--- src/rtl/game_setup_ctrl.sv ---
// Game settings sequencer: latches a difficulty level, derives board geometry with a
// 5-step shift-add multiplier, then publishes a stable configuration for the game lifecycle.
module game_setup_ctrl #(
    parameter int unsigned H_RES = 1024,
    parameter int unsigned V_RES = 768
) (
    input  logic        clk,
    input  logic        rst,
    input  logic [1:0]  level_sel,
    input  logic        level_valid,
    input  logic        game_end,
    input  logic        restart,
    output logic [4:0]  button_num,
    output logic [6:0]  button_size,
    output logic [9:0]  board_size,
    output logic [10:0] board_xpos,
    output logic [10:0] board_ypos,
    output logic [6:0]  mines,
    output logic        cfg_valid,
    output logic        game_active,
    output logic        busy
);

    localparam int unsigned NUM_W   = 5;
    localparam int unsigned SIZE_W  = 7;
    localparam int unsigned BOARD_W = 10;
    localparam int unsigned POS_W   = 11;
    localparam int unsigned MINES_W = 7;
    localparam int unsigned ACC_W   = 12;
    localparam int unsigned CNT_W   = 3;

    localparam logic [CNT_W-1:0] MUL_LAST = CNT_W'(NUM_W - 1);
    localparam logic [ACC_W-1:0] H_RES12  = ACC_W'(H_RES);
    localparam logic [ACC_W-1:0] V_RES12  = ACC_W'(V_RES);

    typedef enum logic [2:0] {IDLE, MUL, POS, ACTIVE, DONE} state_t;

    state_t state, state_n;

    logic [NUM_W-1:0]   lat_num, tbl_num;
    logic [SIZE_W-1:0]  lat_size, tbl_size;
    logic [MINES_W-1:0] lat_mines, tbl_mines;
    logic [ACC_W-1:0]   acc, board12;
    logic [CNT_W-1:0]   cnt;
    logic [BOARD_W-1:0] geo_board;
    logic [POS_W-1:0]   geo_x, geo_y, xpos_c, ypos_c;

    logic [NUM_W-1:0]   button_num_n;
    logic [SIZE_W-1:0]  button_size_n;
    logic [BOARD_W-1:0] board_size_n;
    logic [POS_W-1:0]   board_xpos_n, board_ypos_n;
    logic [MINES_W-1:0] mines_n;
    logic               cfg_valid_n, game_active_n, busy_n;

    // Difficulty table lookup
    always_comb begin
        tbl_num   = '0;
        tbl_size  = '0;
        tbl_mines = '0;
        case (level_sel)
            2'd1: begin tbl_num = NUM_W'(8);  tbl_size = SIZE_W'(50); tbl_mines = MINES_W'(10); end
            2'd2: begin tbl_num = NUM_W'(16); tbl_size = SIZE_W'(40); tbl_mines = MINES_W'(40); end
            2'd3: begin tbl_num = NUM_W'(24); tbl_size = SIZE_W'(30); tbl_mines = MINES_W'(99); end
            default: ;
        endcase
    end

    // Centring; a board larger than the screen pins to the origin
    assign board12 = ACC_W'(acc[BOARD_W-1:0]);
    assign xpos_c  = (board12 > H_RES12) ? '0 : POS_W'((H_RES12 - board12) >> 1);
    assign ypos_c  = (board12 > V_RES12) ? '0 : POS_W'((V_RES12 - board12) >> 1);

    // State register and registered outputs
    always_ff @(posedge clk) begin
        if (rst) begin
            state       <= IDLE;
            button_num  <= '0;
            button_size <= '0;
            board_size  <= '0;
            board_xpos  <= '0;
            board_ypos  <= '0;
            mines       <= '0;
            cfg_valid   <= 1'b0;
            game_active <= 1'b0;
            busy        <= 1'b0;
        end else begin
            state       <= state_n;
            button_num  <= button_num_n;
            button_size <= button_size_n;
            board_size  <= board_size_n;
            board_xpos  <= board_xpos_n;
            board_ypos  <= board_ypos_n;
            mines       <= mines_n;
            cfg_valid   <= cfg_valid_n;
            game_active <= game_active_n;
            busy        <= busy_n;
        end
    end

    // Next-state logic; POS spends two cycles (compute, then publish)
    always_comb begin
        state_n = state;
        unique case (state)
            IDLE:    if (level_valid && level_sel != 2'd0) state_n = MUL;
            MUL:     if (cnt == MUL_LAST) state_n = POS;
            POS:     if (cnt != '0) state_n = ACTIVE;
            ACTIVE:  if (restart) state_n = IDLE;
                     else if (game_end) state_n = DONE;
            DONE:    if (restart) state_n = IDLE;
            default: state_n = IDLE;
        endcase
    end

    // Output next values: hold by default, change only on transitions
    always_comb begin
        button_num_n  = button_num;
        button_size_n = button_size;
        board_size_n  = board_size;
        board_xpos_n  = board_xpos;
        board_ypos_n  = board_ypos;
        mines_n       = mines;
        cfg_valid_n   = cfg_valid;
        game_active_n = game_active;
        busy_n        = (state_n == MUL) || (state_n == POS);
        if (state == POS && state_n == ACTIVE) begin
            button_num_n  = lat_num;
            button_size_n = lat_size;
            board_size_n  = geo_board;
            board_xpos_n  = geo_x;
            board_ypos_n  = geo_y;
            mines_n       = lat_mines;
            cfg_valid_n   = 1'b1;
            game_active_n = 1'b1;
        end
        if (state_n == DONE) game_active_n = 1'b0;
        if (state_n == IDLE) begin
            button_num_n  = '0;
            button_size_n = '0;
            board_size_n  = '0;
            board_xpos_n  = '0;
            board_ypos_n  = '0;
            mines_n       = '0;
            cfg_valid_n   = 1'b0;
            game_active_n = 1'b0;
        end
    end

    // Datapath: level latch, shift-add multiplier, geometry registers
    always_ff @(posedge clk) begin
        if (rst) begin
            lat_num   <= '0;
            lat_size  <= '0;
            lat_mines <= '0;
            acc       <= '0;
            cnt       <= '0;
            geo_board <= '0;
            geo_x     <= '0;
            geo_y     <= '0;
        end else begin
            case (state)
                IDLE: if (state_n == MUL) begin
                    lat_num   <= tbl_num;
                    lat_size  <= tbl_size;
                    lat_mines <= tbl_mines;
                    acc       <= '0;
                    cnt       <= '0;
                end
                MUL: begin
                    if (lat_num[cnt]) acc <= acc + (ACC_W'(lat_size) << cnt);
                    cnt <= (cnt == MUL_LAST) ? '0 : cnt + CNT_W'(1);
                end
                POS: begin
                    if (cnt == '0) begin
                        geo_board <= acc[BOARD_W-1:0];
                        geo_x     <= xpos_c;
                        geo_y     <= ypos_c;
                        cnt       <= CNT_W'(1);
                    end else begin
                        cnt <= '0;
                    end
                end
                default: ;
            endcase
        end
    end

endmodule

--- config.mk ---
export PLATFORM = sky130hd
export DESIGN_NAME = game_setup_ctrl
export DESIGN_NICKNAME = d
export VERILOG_FILES = /design/src/rtl/game_setup_ctrl.sv
export SDC_FILE = /design/constraint.sdc
export NUM_CORES = 1
export LEC_CHECK = 0
export ABC_CLOCK_PERIOD_IN_PS = 2850
export BUFFER_PORTS_ARGS = -buffer_cell sky130_fd_sc_hd__clkbuf_2
export CAP_MARGIN = 10
export CORE_ASPECT_RATIO = 1.2
export CORE_MARGIN = 8
export CORE_UTILIZATION = 30
export DETAILED_ROUTE_END_ITERATION = 8
export GPL_TIMING_DRIVEN = 0
export PLACE_DENSITY = 0.56
export SYNTH_ARGS = -nofsm -noshare
export SYNTH_HDL_FRONTEND = slang
export SYNTH_SLANG_ARGS = --single-unit
--- constraint.sdc ---
create_clock -name clk -period 2.85 [get_ports clk]
set_input_delay 0.57 -clock clk [delete_from_list [all_inputs] [get_ports clk]]
set_output_delay 0.57 -clock clk [all_outputs]
set_load 0.005 [all_outputs]
==> run_results.csv, run 1 <==
group,metric,value,unit
worst_setup_path,required,3070,ps
global_routing,grt-ovfl-total,0,
placement,port_buffers,51,
floorplan,core,0.01358,sq mm
floorplan,die-area,0.01773,sq mm
worst_setup_path,critical_path.slowest_cell,"dfxtp_4",
sta,clock_skew,7.102,ps
routing,wl_per_cell,14.68,um
clock_tree,clockBufferDepth,2,
layout,num-nets-final,620,
routing,routed_wl,11.33,mm
layout,layout_commonest_cell,"nand2_1",
sta,final_max_slew_viol_count,0,
clock_tree,numCtsBuffers,9,
sta,max_slew_margin,55.47,%
sta,worstMarginPinSlew,668.0,ps
routing,vias,3725,
placement,placed_cell_area,0.004613,sq mm
worst_setup_path,critPathMaxFanout,8,
layout,drive_above_1_share,23.29,%
pwr,p_per_area,500.0,mW/mm^2
layout,final_cells,772,
layout,final_area,0.005074,sq mm
run,maxCapViolations,0,
pwr,leakage,0.002007,uW
clock_tree,clk_pin_slew,70,ps
routing,viasPerCell,4.825,
clock_tree,cts.sinks,82,
sta,timing.final.hold_violations,0,
floorplan,num_rows,47,
clock_tree,cts_root_buf,"clkbuf_16",
logic_synthesis,yosysSeqAreaShare,39.90,%
global_routing,grt_pass1_wl,18.19,mm
routing,drt_first_iter_violations,153,
status,status,"finished, final reports clean",
placement,place_inst,748,
placement,place.gp.congestion,0.8943,
logic_synthesis,netlist_area,0.004114,sq mm
placement,dpl.hpwl,8.672,mm
layout,fin_util,37.35,%
global_routing,antenna_found_initial,0,
logic_synthesis,synth_enable_flop_cells,0,
routing,drc_errors,0,
global_routing,grt_pass1_vias,3644,
floorplan,die_w,122.9,um
sta,report.final.setup_viol,0,
worst_hold_path,hp-start,"geo_board[7]",
global_routing,grt_max_degree,16,
layout,layout_common_cells,"nand2_1 (120), dfxtp_1 (78), a21oi_1 (74)",
worst_setup_path,arrival,3030,ps
pwr,peakVddDrop,0.0003619,V
global_routing,grtUsageTotal,13.14,%
worst_hold_path,hold_class,"reg2reg",
floorplan,pin_count,61,
worst_setup_path,critical_path.cell_chain,"buf_8, mux2_2, nor2_2, a211oi_2, ha_1, o211a_1, o31a_1, o41ai_4, mux2i_1, mux2_1",
worst_setup_path,crit_type,"reg2reg",
logic_synthesis,synth_cell_types,58,
sta,layout_min_cycle_time,2806,ps
layout,num-fill-cells,1407,
floorplan,initial_core_util,30.28,%
floorplan,die_height,144.3,um
sta,fin_crit_sh,98.45,%
sta,tns,0,ps
routing,ant_nets,0,
logic_synthesis,ys_warn_count,0,
worst_setup_path,reg2reg_from,"cnt[1]",
layout,synthToLayoutAreaGrowth,23.33,%
worst_setup_path,cp-start-kind,"flip-flop",
logic_synthesis,async_flop_share,0,%
logic_synthesis,ys.flop_type,"dfxtp_1",
logic_synthesis,synth.avg_cell_area,7.942,sq um
worst_setup_path,startpoint,"cnt[1]",
sta,fmax,356.4,MHz
worst_setup_path,cpPeakStageDelay,370,ps
logic_synthesis,synth-seq-cells,82,
logic_synthesis,synthCells,518,
worst_setup_path,worstSetupEndpointType,"flip-flop",
routing,dr.pass1.iters,6,
clock_tree,h-tree-depth,3,
layout,antennaDiodeCount,0,
clock_tree,cts_tree,"built",
clock_tree,clock_latency,340,ps
-- worst max-delay path, delay by kind of cell, from the launching register on --
family	cells	cell delay, ps
muxes	3	960
AOI/OAI and AO/OA	4	770
DFF	1	370
adders and majority gates	1	340
buffers and inverters	1	130
and+or+nand+nor	1	120
-- area by class of cell --
type	instances	area [sq um]	area share, %
Multi-Input combinational cell	381	2225	43.85
Sequential cell	82	1649	32.50
Buffer	52	327.8	6.461
Timing Repair Buffer	59	315.3	6.215
Clock buffer	9	225.2	4.439
Tap cell	171	214.0	4.217
Clock inverter	7	76.32	1.504
Inverter	11	41.29	0.8138
-- timing repair --
item / in CTS / in global routing
hold buffers: 0 / 0
setup endpoints to repair: 1 / 1
resized for setup: 7 / 27
pin swaps: 1 / 8
setup buffers: 0 / 8
-- worst paths after layout --
kind / slack, ps / to / depth (start not counted)
max: 40 / acc[9] / 10
min: 450 / board_size[7] / 2
max reg2reg: 40 / acc[9] / 10
min reg2reg: 450 / board_size[7] / 2
-- kinds of logic after synthesis --
family / Yosys count / share of synthesized area [%]
adder cells (fa/ha/maj): 17 / 5.353
multiplexers: 10 / 2.828
XOR/XNOR: 6 / 1.278
other: 1 / 0.09115
flip-flops: 82 / 39.90
AND/OR/NAND/NOR: 226 / 26.03
buffers and inverters: 63 / 8.242
AO/OA/AOI/OAI: 113 / 16.27
-- state kept, by name (all words and copies together) (netlist names) --
name,cells
geo_x,9
board_xpos,10
lat_mines,3
lat_num,1
busy,1
cfg_valid,1
cnt,3
acc,9
mines,3
button_num,1
state,3
game_active,1
geo_board,9
geo_y,10
board_ypos,10
board_size,8
-- metal layers --
metal / up-vias / part of all wire, % / global-route usage [%]
met5: - / 0 / 0
met3: 18 / 5.3 / 2.773
met2: 105 / 53 / 24.08
met1: 1701 / 39 / 14.08
met4: 0 / 2.3 / 5.848
li1: 1901 / - / -
-- power by group --
part	switching [uW]	internal, uW	total, uW
clock	490	684	1170
sequential	13.4	1150	1170
combinational	113	80.8	194
-- Yosys cell counts, drive strengths merged (11+ instances only) --
master | instances | area (sq um)
nor3 | 14 | 75.07
inv | 11 | 41.29
ha | 16 | 200.2
nor2 | 34 | 135.1
nand2 | 121 | 454.2
o21ai | 13 | 65.06
buf | 31 | 219.0
dfxtp | 82 | 1642
clkbuf | 21 | 78.83
a21oi | 75 | 375.4
nand3 | 22 | 110.1
-- metrics by stage --
step	total power (uW)	setup slack, ps	hold slack (ps)
after floorplan	1310	128.9	430.7
after CTS	2538	19.30	452.1
after global placement	1355	-271.3	444.1
final	2537	44.28	451.5
after detailed placement	1357	-271.1	447.0
after global routing	2640	-31.13	474.3
No activity file was read; power rests on OpenSTA's default activity.
==> run 2, diff against run 1 <==
--- a/config.mk
+++ b/config.mk
@@ -5,7 +5,7 @@
 export SDC_FILE = /design/constraint.sdc
 export NUM_CORES = 1
 export LEC_CHECK = 0
-export ABC_CLOCK_PERIOD_IN_PS = 2850
+export ABC_CLOCK_PERIOD_IN_PS = 3000
 export BUFFER_PORTS_ARGS = -buffer_cell sky130_fd_sc_hd__clkbuf_2
 export CAP_MARGIN = 10
 export CORE_ASPECT_RATIO = 1.2
@@ -13,7 +13,7 @@
 export CORE_UTILIZATION = 30
 export DETAILED_ROUTE_END_ITERATION = 8
 export GPL_TIMING_DRIVEN = 0
-export PLACE_DENSITY = 0.56
+export PLACE_DENSITY = 0.54
 export SYNTH_ARGS = -nofsm -noshare
 export SYNTH_HDL_FRONTEND = slang
 export SYNTH_SLANG_ARGS = --single-unit
==> constraint.sdc (replaced) <==
create_clock -name clk -period 3 [get_ports clk]
set_input_delay 0.6 -clock clk [delete_from_list [all_inputs] [get_ports clk]]
set_output_delay 0.6 -clock clk [all_outputs]
set_load 0.005 [all_outputs]
==> run 2 against run 1 <==
Compared with the run above:
- utilization decreased by 0.80 points
- count of clock-buffer cells in the layout up 2
- global-route usage about the same
- die area stayed put
- sequential power is 5% lower
- routed wire length down 0.52%
- largest power group unchanged
==> run_results.csv, run 2 (synthesis gave the netlist of run 1 again) <==
group,metric,value,unit
routing,vias,3696,
sta,holdWs,450.0,ps
floorplan,pin_count,61,
layout,fin_util,36.55,%
clock_tree,clock_latency,340,ps
layout,final_cells,767,
sta,layout_min_cycle_time,2853,ps
routing,drt_first_iter_violations,178,
routing,ant_nets,0,
worst_setup_path,critPathMaxFanout,10,
worst_setup_path,ff2ff_path_depth,10,
worst_hold_path,worstHoldPathCells,2,
worst_hold_path,hold_class,"reg2reg",
placement,place_inst,748,
sta,report.final.setup_viol,0,
worst_setup_path,cp_top_family,"multiplexers",
pwr,leakage,0.001972,uW
global_routing,grtUsageTotal,13.16,%
layout,drive_above_1_share,20.81,%
worst_setup_path,worstReg2RegEnd,"acc[9]",
layout,layout_commonest_cell,"nand2_1",
clock_tree,clockBufferDepth,2,
global_routing,antenna_found_initial,0,
sta,max_slew_margin,57.12,%
placement,port_buffers,51,
routing,dr.pass1.iters,5,
routing,wl_per_cell,14.69,um
routing,routed_wl,11.27,mm
floorplan,die_height,144.3,um
worst_setup_path,reg2reg_slack,150,ps
floorplan,die_w,122.9,um
floorplan,initial_core_util,30.28,%
layout,layout_common_cells,"nand2_1 (121), dfxtp_1 (80), a21oi_1 (75)",
worst_setup_path,required,3230,ps
floorplan,die-area,0.01773,sq mm
worst_setup_path,critical_path.slowest_cell,"mux2_2",
layout,largestRegisters,"board_xpos x10, board_ypos x10, geo_y x10",
run,maxCapViolations,0,
sta,worstMarginPinSlew,643.3,ps
worst_setup_path,cpMostUsedCell,"a21oi_1",
worst_setup_path,crit_type,"reg2reg",
worst_setup_path,worstSetupEndpointType,"flip-flop",
layout,synthToLayoutAreaGrowth,20.68,%
worst_setup_path,cp-start-kind,"flip-flop",
status,status,"finished, final reports clean",
clock_tree,h-tree-depth,3,
clock_tree,cts_root_buf,"clkbuf_16",
floorplan,num_rows,47,
clock_tree,cts.sinks,82,
layout,antennaDiodeCount,0,
placement,dpl.hpwl,8.697,mm
sta,fmax,350.5,MHz
worst_setup_path,reg2reg_from,"cnt[2]",
worst_setup_path,cp_num_buf_inv,2,
routing,drc_errors,0,
worst_setup_path,startpoint,"cnt[2]",
global_routing,grt_pass1_vias,3632,
sta,timing.final.hold_violations,0,
pwr,p_per_area,471.8,mW/mm^2
global_routing,grt_pass1_wl,18.24,mm
global_routing,grt-ovfl-total,0,
layout,num-fill-cells,1413,
worst_hold_path,min_to,"board_xpos[3]",
worst_setup_path,critical_path.cell_chain,"buf_2, mux2_2, a21oi_1, o22ai_1, ha_1, a21oi_1, inv_1, o41ai_4, mux2i_1, mux2_1",
global_routing,grt_max_degree,15,
worst_setup_path,cp.depth,10,
clock_tree,clk_pin_slew,60,ps
floorplan,core,0.01358,sq mm
worst_hold_path,hp-start,"geo_x[3]",
pwr,peakVddDrop,0.0003822,V
clock_tree,numCtsBuffers,9,
routing,viasPerCell,4.819,
sta,rsz0062_at_grt,"no",
sta,fin_crit_sh,95.10,%
layout,num-nets-final,615,
sta,final_max_slew_viol_count,0,
worst_setup_path,arrival,3080,ps
clock_tree,cts_tree,"built",
placement,place.gp.congestion,0.8746,
worst_setup_path,cpPeakStageDelay,370,ps
sta,clock_skew,7.826,ps
-- run 2: cell types whose count changed in the layout (fill, tap and decap cells not counted), sizes merged --
cell / before / now
clkbuf: 80 / 82
bufinv: 1 / 0
clkinv: 2 / 4
clkinvlp: 2 / 1
buf: 40 / 35
inv: 13 / 11
-- run 2: where the power goes --
group	internal, uW	switching (uW)	total [uW]
clock	609	458	1070
combinational	65.7	101	166
sequential	1100	12.0	1110
total	1770	571	2340
-- run 2: what timing repair did --
action	4_1_cts	5_1_grt
endpoints found under the setup margin	1	1
hold buffers	0	0
gates resized for setup	4	10
buffers inserted	0	3
gates cloned	0	0
pin swaps	0	3
-- run 2: per-layer routing --
metal	GRT usage, %	wire [um]	vias to the layer above
met4	5.141	189	0
met1	13.85	4628	1732
met5	0	0	-
met3	2.773	438	13
li1	-	-	1886
met2	24.71	6014	65
-- run 2: worst max path at each step --
stage	endpoint	slack, ps
6_report	acc[9]	150
5_1_grt	acc[9]	0.4
4_1_cts	acc[9]	30
3_5_place_dp	acc[9]	-110
3_3_place_gp	acc[9]	-140
2_1_floorplan	acc[9]	280
-- run 2: stage by stage --
| stage | setup TNS [ps] | area (sq um) | setup WS, ps | total power (uW) |
|---|---|---|---|---|
| after floorplan | 0 | 4144 | 278.9 | 1244 |
| after global placement | -142.0 | 4613 | -142.0 | 1288 |
| after detailed placement | -109.4 | 4613 | -109.4 | 1290 |
| after CTS | 0 | 4921 | 27.98 | 2364 |
| after global routing | 0 | 4965 | 0.4048 | 2444 |
| final | 0 | 4965 | 147.0 | 2343 |
-- run 2: final cells by class --
cell class                      count  area, sq um  share of cell area, %
Clock buffer                       11        252.7                  5.091
Multi-Input combinational cell    381         2187                  44.05
Inverter                           11        41.29                 0.8317
Clock inverter                      5        38.79                 0.7813
Timing Repair Buffer               54        277.8                  5.595
Sequential cell                    82         1644                  33.11
Tap cell                          171        214.0                  4.309
Buffer                             52        309.0                  6.225
-- run 2: worst register-to-register path: stages (launching register included) --
cell and delay [ps]:
dfxtp_1 300, buf_2 190, mux2_2 370, a21oi_1 210, o22ai_1 110, ha_1 340
a21oi_1 160, inv_1 90, o41ai_4 350, mux2i_1 280, mux2_1 330
